File: config.mk
export PLATFORM = sky130hd
export DESIGN_NAME = pipe_hazard_ctrl_flat
export DESIGN_NICKNAME = d
export VERILOG_FILES = /design/src/rtl/pipe_hazard_ctrl_if.sv /design/src/rtl/pipe_hazard_ctrl.sv /design/src/flat_wrapper.sv
export SDC_FILE = /design/constraint.sdc
export NUM_CORES = 1
export LEC_CHECK = 0
export CAP_MARGIN = 15
export CORE_MARGIN = 5
export CORE_UTILIZATION = 30
export DETAILED_ROUTE_END_ITERATION = 6
export PLACE_DENSITY_LB_ADDON = 0.15
export SLEW_MARGIN = 20
export SYNTH_ARGS = -nofsm -noshare
export SYNTH_HDL_FRONTEND = slang
export SYNTH_SLANG_ARGS = --single-unit
File: constraint.sdc
create_clock -name clk -period 2.1 [get_ports clk]
set_clock_uncertainty 0.15 [all_clocks]
set_input_delay 0.315 -clock clk [delete_from_list [all_inputs] [get_ports clk]]
set_output_delay 0.315 -clock clk [all_outputs]
set_load 0.005 [all_outputs]
File: src/rtl/pipe_hazard_ctrl_if.sv
// rtl/pipe_hazard_ctrl_if.sv - hazard event inputs and stall/flush controls for pipe_hazard_ctrl
interface pipe_hazard_ctrl_if #(
  parameter int CNT_W = 32
);
  logic [4:0]       id_rs_i;
  logic [4:0]       id_rt_i;
  logic             id_uses_rs_i;
  logic             id_uses_rt_i;
  logic             ex_is_load_i;
  logic [4:0]       ex_wd_i;
  logic             id_div_req_i;
  logic             div_done_i;
  logic             exc_req_i;
  logic [4:0]       stall_o;
  logic [4:0]       flush_o;
  logic             div_start_o;
  logic             pc_redirect_o;
  logic             div_timeout_o;
  logic [1:0]       state_o;
  logic [CNT_W-1:0] stall_cnt_o;

  modport slave (
    input  id_rs_i, id_rt_i, id_uses_rs_i, id_uses_rt_i, ex_is_load_i, ex_wd_i,
    input  id_div_req_i, div_done_i, exc_req_i,
    output stall_o, flush_o, div_start_o, pc_redirect_o, div_timeout_o, state_o, stall_cnt_o
  );

  modport master (
    output id_rs_i, id_rt_i, id_uses_rs_i, id_uses_rt_i, ex_is_load_i, ex_wd_i,
    output id_div_req_i, div_done_i, exc_req_i,
    input  stall_o, flush_o, div_start_o, pc_redirect_o, div_timeout_o, state_o, stall_cnt_o
  );
endinterface

File: src/rtl/pipe_hazard_ctrl.sv
// rtl/pipe_hazard_ctrl.sv - stall/flush sequencer for load-use, divide and exception events
module pipe_hazard_ctrl #(
  parameter int EXC_FLUSH_CYCLES = 2,
  parameter int DIV_TIMEOUT      = 64,
  parameter int CNT_W            = 32
) (
  input  logic              clk,
  input  logic              rst,
  pipe_hazard_ctrl_if.slave hz
);
  typedef enum logic [1:0] {
    ST_RUN       = 2'd0,
    ST_DIV_WAIT  = 2'd1,
    ST_EXC_FLUSH = 2'd2
  } state_t;

  localparam logic [4:0] STALL_FRONT = 5'b00011;
  localparam logic [4:0] FLUSH_EX    = 5'b00100;
  localparam logic [4:0] FLUSH_EXC   = 5'b01110;
  localparam logic [4:0] FLUSH_DRAIN = 5'b00110;
  localparam logic [3:0] EXC_LOAD    = 4'(EXC_FLUSH_CYCLES - 1);
  localparam logic [7:0] DIV_LAST    = 8'(DIV_TIMEOUT - 1);

  state_t           state_q, state_d;
  logic [3:0]       exc_cnt_q, exc_cnt_d;
  logic [7:0]       div_cnt_q, div_cnt_d;
  logic             tmo_q, tmo_d;
  logic [CNT_W-1:0] cnt_q, cnt_d;
  logic [4:0]       stall, flush;
  logic             div_start, redirect;
  logic             lu;

  assign lu = hz.ex_is_load_i && (hz.ex_wd_i != 5'd0) &&
              ((hz.id_uses_rs_i && (hz.id_rs_i == hz.ex_wd_i)) ||
               (hz.id_uses_rt_i && (hz.id_rt_i == hz.ex_wd_i)));

  always_comb begin
    state_d   = state_q;
    exc_cnt_d = exc_cnt_q;
    div_cnt_d = div_cnt_q;
    tmo_d     = tmo_q;
    stall     = 5'b00000;
    flush     = 5'b00000;
    div_start = 1'b0;
    redirect  = 1'b0;

    // An exception overrides whatever the current state is doing, including a pending divide.
    if (hz.exc_req_i) begin
      flush     = FLUSH_EXC;
      redirect  = 1'b1;
      state_d   = ST_EXC_FLUSH;
      exc_cnt_d = EXC_LOAD;
    end else begin
      case (state_q)
        ST_RUN: begin
          if (hz.id_div_req_i) begin
            div_start = 1'b1;
            stall     = STALL_FRONT;
            flush     = FLUSH_EX;
            state_d   = ST_DIV_WAIT;
            div_cnt_d = 8'd0;
          end else if (lu) begin
            stall = STALL_FRONT;
            flush = FLUSH_EX;
          end
        end
        ST_DIV_WAIT: begin
          if (hz.div_done_i) begin
            state_d = ST_RUN;
          end else if (div_cnt_q == DIV_LAST) begin
            tmo_d   = 1'b1;
            state_d = ST_RUN;
          end else begin
            stall     = STALL_FRONT;
            flush     = FLUSH_EX;
            div_cnt_d = div_cnt_q + 8'd1;
          end
        end
        ST_EXC_FLUSH: begin
          flush = FLUSH_DRAIN;
          if (exc_cnt_q == 4'd0) begin
            state_d = ST_RUN;
          end else begin
            exc_cnt_d = exc_cnt_q - 4'd1;
          end
        end
        default: begin
          state_d = ST_RUN;
        end
      endcase
    end

    cnt_d = (stall[0] && (cnt_q != {CNT_W{1'b1}})) ? cnt_q + CNT_W'(1) : cnt_q;
  end

  always_ff @(posedge clk or posedge rst) begin
    if (rst) begin
      state_q   <= ST_RUN;
      exc_cnt_q <= 4'd0;
      div_cnt_q <= 8'd0;
      tmo_q     <= 1'b0;
      cnt_q     <= '0;
    end else begin
      state_q   <= state_d;
      exc_cnt_q <= exc_cnt_d;
      div_cnt_q <= div_cnt_d;
      tmo_q     <= tmo_d;
      cnt_q     <= cnt_d;
    end
  end

  assign hz.stall_o       = stall;
  assign hz.flush_o       = flush;
  assign hz.div_start_o   = div_start;
  assign hz.pc_redirect_o = redirect;
  assign hz.div_timeout_o = tmo_q;
  assign hz.state_o       = state_q;
  assign hz.stall_cnt_o   = cnt_q;
endmodule

File: src/flat_wrapper.sv
// flat-port wrapper written by rule: the top's interface ports become plain ports
module pipe_hazard_ctrl_flat 
#(
  parameter int EXC_FLUSH_CYCLES = 2,
  parameter int DIV_TIMEOUT      = 64,
  parameter int CNT_W            = 32
)
  (clk, rst, hz_id_rs_i, hz_id_rt_i, hz_id_uses_rs_i, hz_id_uses_rt_i, hz_ex_is_load_i, hz_ex_wd_i, hz_id_div_req_i, hz_div_done_i, hz_exc_req_i, hz_stall_o, hz_flush_o, hz_div_start_o, hz_pc_redirect_o, hz_div_timeout_o, hz_state_o, hz_stall_cnt_o);
  pipe_hazard_ctrl_if #(.CNT_W(CNT_W)) hz_i ();
  input  logic clk;
  input  logic rst;
  input wire logic [$bits(hz_i.id_rs_i)-1:0] hz_id_rs_i;
  input wire logic [$bits(hz_i.id_rt_i)-1:0] hz_id_rt_i;
  input wire logic [$bits(hz_i.id_uses_rs_i)-1:0] hz_id_uses_rs_i;
  input wire logic [$bits(hz_i.id_uses_rt_i)-1:0] hz_id_uses_rt_i;
  input wire logic [$bits(hz_i.ex_is_load_i)-1:0] hz_ex_is_load_i;
  input wire logic [$bits(hz_i.ex_wd_i)-1:0] hz_ex_wd_i;
  input wire logic [$bits(hz_i.id_div_req_i)-1:0] hz_id_div_req_i;
  input wire logic [$bits(hz_i.div_done_i)-1:0] hz_div_done_i;
  input wire logic [$bits(hz_i.exc_req_i)-1:0] hz_exc_req_i;
  output wire logic [$bits(hz_i.stall_o)-1:0] hz_stall_o;
  output wire logic [$bits(hz_i.flush_o)-1:0] hz_flush_o;
  output wire logic [$bits(hz_i.div_start_o)-1:0] hz_div_start_o;
  output wire logic [$bits(hz_i.pc_redirect_o)-1:0] hz_pc_redirect_o;
  output wire logic [$bits(hz_i.div_timeout_o)-1:0] hz_div_timeout_o;
  output wire logic [$bits(hz_i.state_o)-1:0] hz_state_o;
  output wire logic [$bits(hz_i.stall_cnt_o)-1:0] hz_stall_cnt_o;
  assign hz_i.id_rs_i = hz_id_rs_i;
  assign hz_i.id_rt_i = hz_id_rt_i;
  assign hz_i.id_uses_rs_i = hz_id_uses_rs_i;
  assign hz_i.id_uses_rt_i = hz_id_uses_rt_i;
  assign hz_i.ex_is_load_i = hz_ex_is_load_i;
  assign hz_i.ex_wd_i = hz_ex_wd_i;
  assign hz_i.id_div_req_i = hz_id_div_req_i;
  assign hz_i.div_done_i = hz_div_done_i;
  assign hz_i.exc_req_i = hz_exc_req_i;
  assign hz_stall_o = hz_i.stall_o;
  assign hz_flush_o = hz_i.flush_o;
  assign hz_div_start_o = hz_i.div_start_o;
  assign hz_pc_redirect_o = hz_i.pc_redirect_o;
  assign hz_div_timeout_o = hz_i.div_timeout_o;
  assign hz_state_o = hz_i.state_o;
  assign hz_stall_cnt_o = hz_i.stall_cnt_o;
  pipe_hazard_ctrl #(.EXC_FLUSH_CYCLES(EXC_FLUSH_CYCLES), .DIV_TIMEOUT(DIV_TIMEOUT), .CNT_W(CNT_W)) u_core (.clk(clk), .rst(rst), .hz(hz_i));
endmodule
==> Word level (Yosys, flattened, before mapping) <==
Index checks and enable logic that the tools add are counted.
{ "classes": {"n_addsub": 3, "mul": 0, "div_mod_pow": 0, "order_cmp": 0, "eq_ne": 13, "n_shift": 0, "n_mux": 29, "bitwise": 2, "reduce_logical": 15} }
{ "op_table": {"columns": ["operator", "count"], "rows": [
  ["$add 32x1->32 const B", 1],
  ["$ne 32x32->1 const B", 1],
  ["$mux 5", 6],
  ["$mux 8", 3],
  ["$pmux 8 s2", 1],
  ["$pmux 5 s3", 1],
  ["$mux 2", 7],
  ["$mux 4", 3],
  ["$eq 5x5->1", 2],
  ["$pmux 5 s2", 1],
  ["$add 8x1->8 const B", 1],
  ["$eq 8x6->1 const B", 1],
  ["$ne 2x2->1 const B", 4],
  ["$mux 3", 2],
  ["$pmux 2 s3", 1],
  ["$logic_and 1x1->1", 5],
  ["$reduce_and 5->1", 1],
  ["$reduce_bool 5->1", 1],
  ["$logic_not 4->1", 1],
  ["$mux 1", 4],
  ["$ne 4x3->1 const B", 1],
  ["$reduce_and 4->1", 1],
  ["$reduce_bool 2->1", 2],
  ["$sub 4x1->4 const B", 1],
  ["other kinds (9)", 10]
]} }
{ "totals": {"regBits": 47, "latchBits": 0, "mem_bits_rw": 0, "romBits": 0, "out_inout_bits": 47, "word_cells": 67, "n_memories": 0} }

==> Depth between registers and ports, before layout <==
{ "logic_depth": {"ltp_word": 9, "depth_mapped": 9} }

==> Worst setup path before layout <==
Ideal clock, no wire load.
{ "synth_timing": {"path_type": "register to register", "from": "reg u_core.cnt_q[0], in the netlist u_core.hz.stall_cnt_o[0]", "to": "reg u_core.cnt_q[17], in the netlist u_core.hz.stall_cnt_o[17]", "setup_ns": 0.138, "arrival_time_ns": 1.877, "setup_slack_ns": -0.065, "path_stages_with_launch": 10, "n_path_buf": 2, "synth_period_minus_slack_ns": 2.165, "path_cell_list": "dfrtp_1 ha_1 nand3_1 or4_4 nor3_2 and3_1 buf_6 buf_6 nor4_1 xor2_1"} }
{ "synth_via": {"elab_chain_cells": 2, "word_cells_on_any_way": 3} }
{ "synth_rtl": {"columns": ["element", "line_no", "text"], "rows": [
  ["start: declaration", "pipe_hazard_ctrl.sv:28", "logic [CNT_W-1:0] cnt_q, cnt_d;"],
  ["start signal: assignment", "pipe_hazard_ctrl.sv:108", "cnt_q <= cnt_d;"],
  ["branches (longest 2 deep; another with $add 32x1->32)", null, null]
]} }
Several ways; the timed one is not identified.
A chain may end at the register's enable or synchronous reset.

==> Worst setup path after layout <==
{ "layout_timing": {"from": "reg u_core.cnt_q[0], in the netlist u_core.hz.stall_cnt_o[0]", "to": "reg u_core.cnt_q[29], in the netlist u_core.hz.stall_cnt_o[29]"} }
Same word-level chain as after synthesis.

==> run_results.csv <==
group,metric,value,unit
floorplan,core,8640,sq um
logic_synthesis,syn_area,2640,sq um
sta,fin_crit,2.25,ns
hold_path,hold_class,"in -> async",
grt,grt_pass1_wl,12200,um
sta,final-setup-viol-count,34,
logic_synthesis,ys_warn_count,0,
cells_and_area,final_common_cell,"buf_4",
floorplan,start_util,30.6,%
outcome,outcome,"finished with violations",
grt,antenna_found_initial,0,
placement,placed_cells,485,
cells_and_area,drive_above_1_share,37.4,%
setup_path,r2r_start,"u_core.hz.stall_cnt_o[0]",
setup_path,critPathLaunchType,"flop",
detailed_routing,wirelength,7360,um
setup_path,crit_chain,"ha_2 -> nand3_2 -> or4_4 -> nor3_4 -> and3_4 -> buf_8 -> buf_6 -> buf_6 -> nor4_4 -> xor2_1",
grt,grt_overflow,0,
flow_run,drv_cap,0,
cells_and_area,nets,430,
clocking,cts_buffers,5,
logic_synthesis,synth_fa_ha_area_share,1.90,%
clocking,clock-root-buffer,"clkbuf_8",
logic_synthesis,ys_seq_area_share,44.5,%
pwr,ir_worst_vdd,0.000404,V
placement,hpwl,5010,um
grt,grt_max_degree,48,
logic_synthesis,synth_xor_area_share,15.3,%
detailed_routing,vias,2354,
setup_path,crit_arrival,2.29,ns
logic_synthesis,synth_top_family_by_area,"simple AND/OR/NAND/NOR gates",
logic_synthesis,synth_simple_gate_area_share,26.4,%
cells_and_area,fin_util,53.6,%
clocking,clock-sinks,47,
detailed_routing,drt_pre_antenna_iters,4,
clocking,path_clk_slew,0.09,ns
logic_synthesis,synthCells,260,
clocking,clock_latency,0.30,ns
setup_path,slowest_delay,0.47,ns
logic_synthesis,synth-compound-area-share,4.08,%
sta,hold_viol,0,
setup_path,crit_top_cell,"buf_6",
sta,holdWs,0.215,ns
sta,slew_violations,0,
logic_synthesis,synth_seq_cells,47,
setup_path,crit_path_end_kind,"flop",
cells_and_area,final_cell_mix,"buf_4, dfrtp_1, clkdlybuf4s50_1",
setup_path,cp_max_fo,6,
clocking,htreeDepth,2,
cells_and_area,n_antenna_cell,0,
detailed_routing,via_per_inst,4.60,
setup_path,reg2regPathDepth,10,
setup_path,reg2reg_to,"u_core.hz.stall_cnt_o[29]",
setup_path,reg2reg_slack,-0.15,ns
logic_synthesis,synth_mux_area_share,1.37,%
floorplan,dieArea,10800,sq um
sta,post-route-period-util,107,%
floorplan,pin_count,70,
detailed_routing,wl_per_cell,14.4,um
floorplan,die_h,104,um
pwr,p_leak,1.99,nW
placement,routabilityCongestion,0.745,
detailed_routing,detail-route-antenna-nets,0,
setup_path,timing_worst_setup_path_type,"reg -> reg",
placement,port_buffers,64,
sta,timing.final.ws_setup,-0.150,ns
setup_path,slowest_stage,"or4_4",
sta,max_freq,0.444,GHz
clocking,cts_buffer_depth,2,
setup_path,crit_required,2.14,ns
grt,grt_pass1_vias,2494,
cells_and_area,finalNonFillerCells,512,
logic_synthesis,synth.avg_cell_area,10.2,sq um
outcome,violations,"setup timing",
clocking,cts_hold_buffers,0,
grt,grt_util_all_layers,13.5,%
pwr,power_density,651,nW/um^2
clocking,cts_tree,"done",
detailed_routing,drc,0,
detailed_routing,drt_iter0_markers,37,
pwr,p_total,3.01,mW
cells_and_area,syn_to_final_growth,75.2,%
floorplan,die_w,104,um
sta,rsz0062_at_grt,"yes",
floorplan,rows,34,
logic_synthesis,synth.distinct_cells,49,
[kinds of logic (layout without fill, tap and decap cells)]
family,count (synthesis),count (layout)
adders and majority gates,4,4
xor gates and xnor gates,46,46
buffers and inverters,28,168
other,1,5
DFF,47,47
muxes,3,3
AOI/OAI and AO/OA,15,15
and+or+nand+nor,116,116
[area by class of cell]
class	count	area [sq um]
clock buffer	6	82.6
multi-input combinational	189	1710
fill	785	4010
timing repair buffer	148	1450
clock inverter	2	35.0
tap	108	135
inverter	12	45.0
sequential	47	1180
[critical path, delay by kind of cell, from the launching register on]
family	cells	cell delay, ns
adder cells (fa/ha/maj)	1	0.19
buffers and inverters	3	0.35
AND/OR/NAND/NOR	5	0.95
XOR/XNOR	1	0.13
flip-flops	1	0.37
[timing repair]
| item | CTS | global route |
|---|---|---|
| gates cloned | 1 | 4 |
| pin swaps | 22 | 10 |
| buffers inserted | 6 | 10 |
| endpoints found under the setup margin | 38 | 36 |
| gates resized for setup | 90 | 32 |
[cells in the mapped netlist (all sizes together)]
master	instances	area share, %
a21o	2	0.57
or4	3	1.0
inv	12	1.7
xnor2	20	6.6
o41ai	1	0.33
a2111oi	1	0.38
clkbuf	2	0.28
nor3b	3	0.85
nand4	7	2.1
mux2i	1	0.38
xor2	26	8.6
a21oi	4	0.90
conb	1	0.14
nand3b	3	0.85
buf	14	4.4
nor2	17	2.5
nor2b	1	0.24
a211oi	1	0.28
o21ai	2	0.38
or2	3	0.71
nand2	22	3.1
nand3	10	2.3
o41a	1	0.43
dfrtp	47	45
and3	3	0.71
nand2b	5	1.2
nor4b	3	1.7
o31ai	2	0.57
or3	2	0.66
o22ai	1	0.24
mux2	2	1.0
and4bb	1	0.47
nor4	16	4.5
nor3	17	3.4
ha	4	1.9
[registers in the layout, indices dropped and copies added, names as in the netlist]
name                     count
u_core.hz.state_o            2
u_core.div_cnt_q             8
u_core.hz.div_timeout_o      1
u_core.exc_cnt_q             4
u_core.hz.stall_cnt_o       32
[worst max-delay path by stage]
stage / depth (start not counted) / slack [ns] / endpoint / from
3_5_place_dp: 8 / -0.68 / u_core.hz.stall_cnt_o[31] / hz_ex_wd_i[0]
3_3_place_gp: 7 / -0.67 / hz_stall_o[0] / hz_ex_wd_i[0]
2_1_floorplan: 9 / -0.05 / u_core.hz.stall_cnt_o[17] / u_core.hz.stall_cnt_o[0]
5_1_grt: 10 / -0.26 / u_core.hz.stall_cnt_o[29] / u_core.hz.stall_cnt_o[0]
6_report: 10 / -0.15 / u_core.hz.stall_cnt_o[29] / u_core.hz.stall_cnt_o[0]
4_1_cts: 10 / -0.17 / u_core.hz.stall_cnt_o[31] / u_core.div_cnt_q[1]
[routing by layer]
metal	track usage (%)	up-vias	share of wire, %
met1	16.5	1134	45
met5	0	-	0
met3	2.61	10	2.6
li1	-	1181	-
met2	23.9	29	51
met4	3.79	0	1.2
[report_power, final]
group          switching, mW  internal [mW]  leakage, nW
Sequential             0.141           1.05        0.583
Combinational          0.477          0.636         1.34
Clock                  0.317          0.386       0.0612
[metrics by stage]
step	setup TNS, ns	setup WS, ns	instance area [sq um]
3_5_place_dp	-17.68	-0.678	3850
3_3_place_gp	-17.65	-0.673	3850
5_1_grt	-6.73	-0.257	4630
6_report	-3.15	-0.150	4630
2_1_floorplan	-0.912	-0.0549	2690
4_1_cts	-2.92	-0.168	4270
No activity file was read; power rests on OpenSTA's default activity.
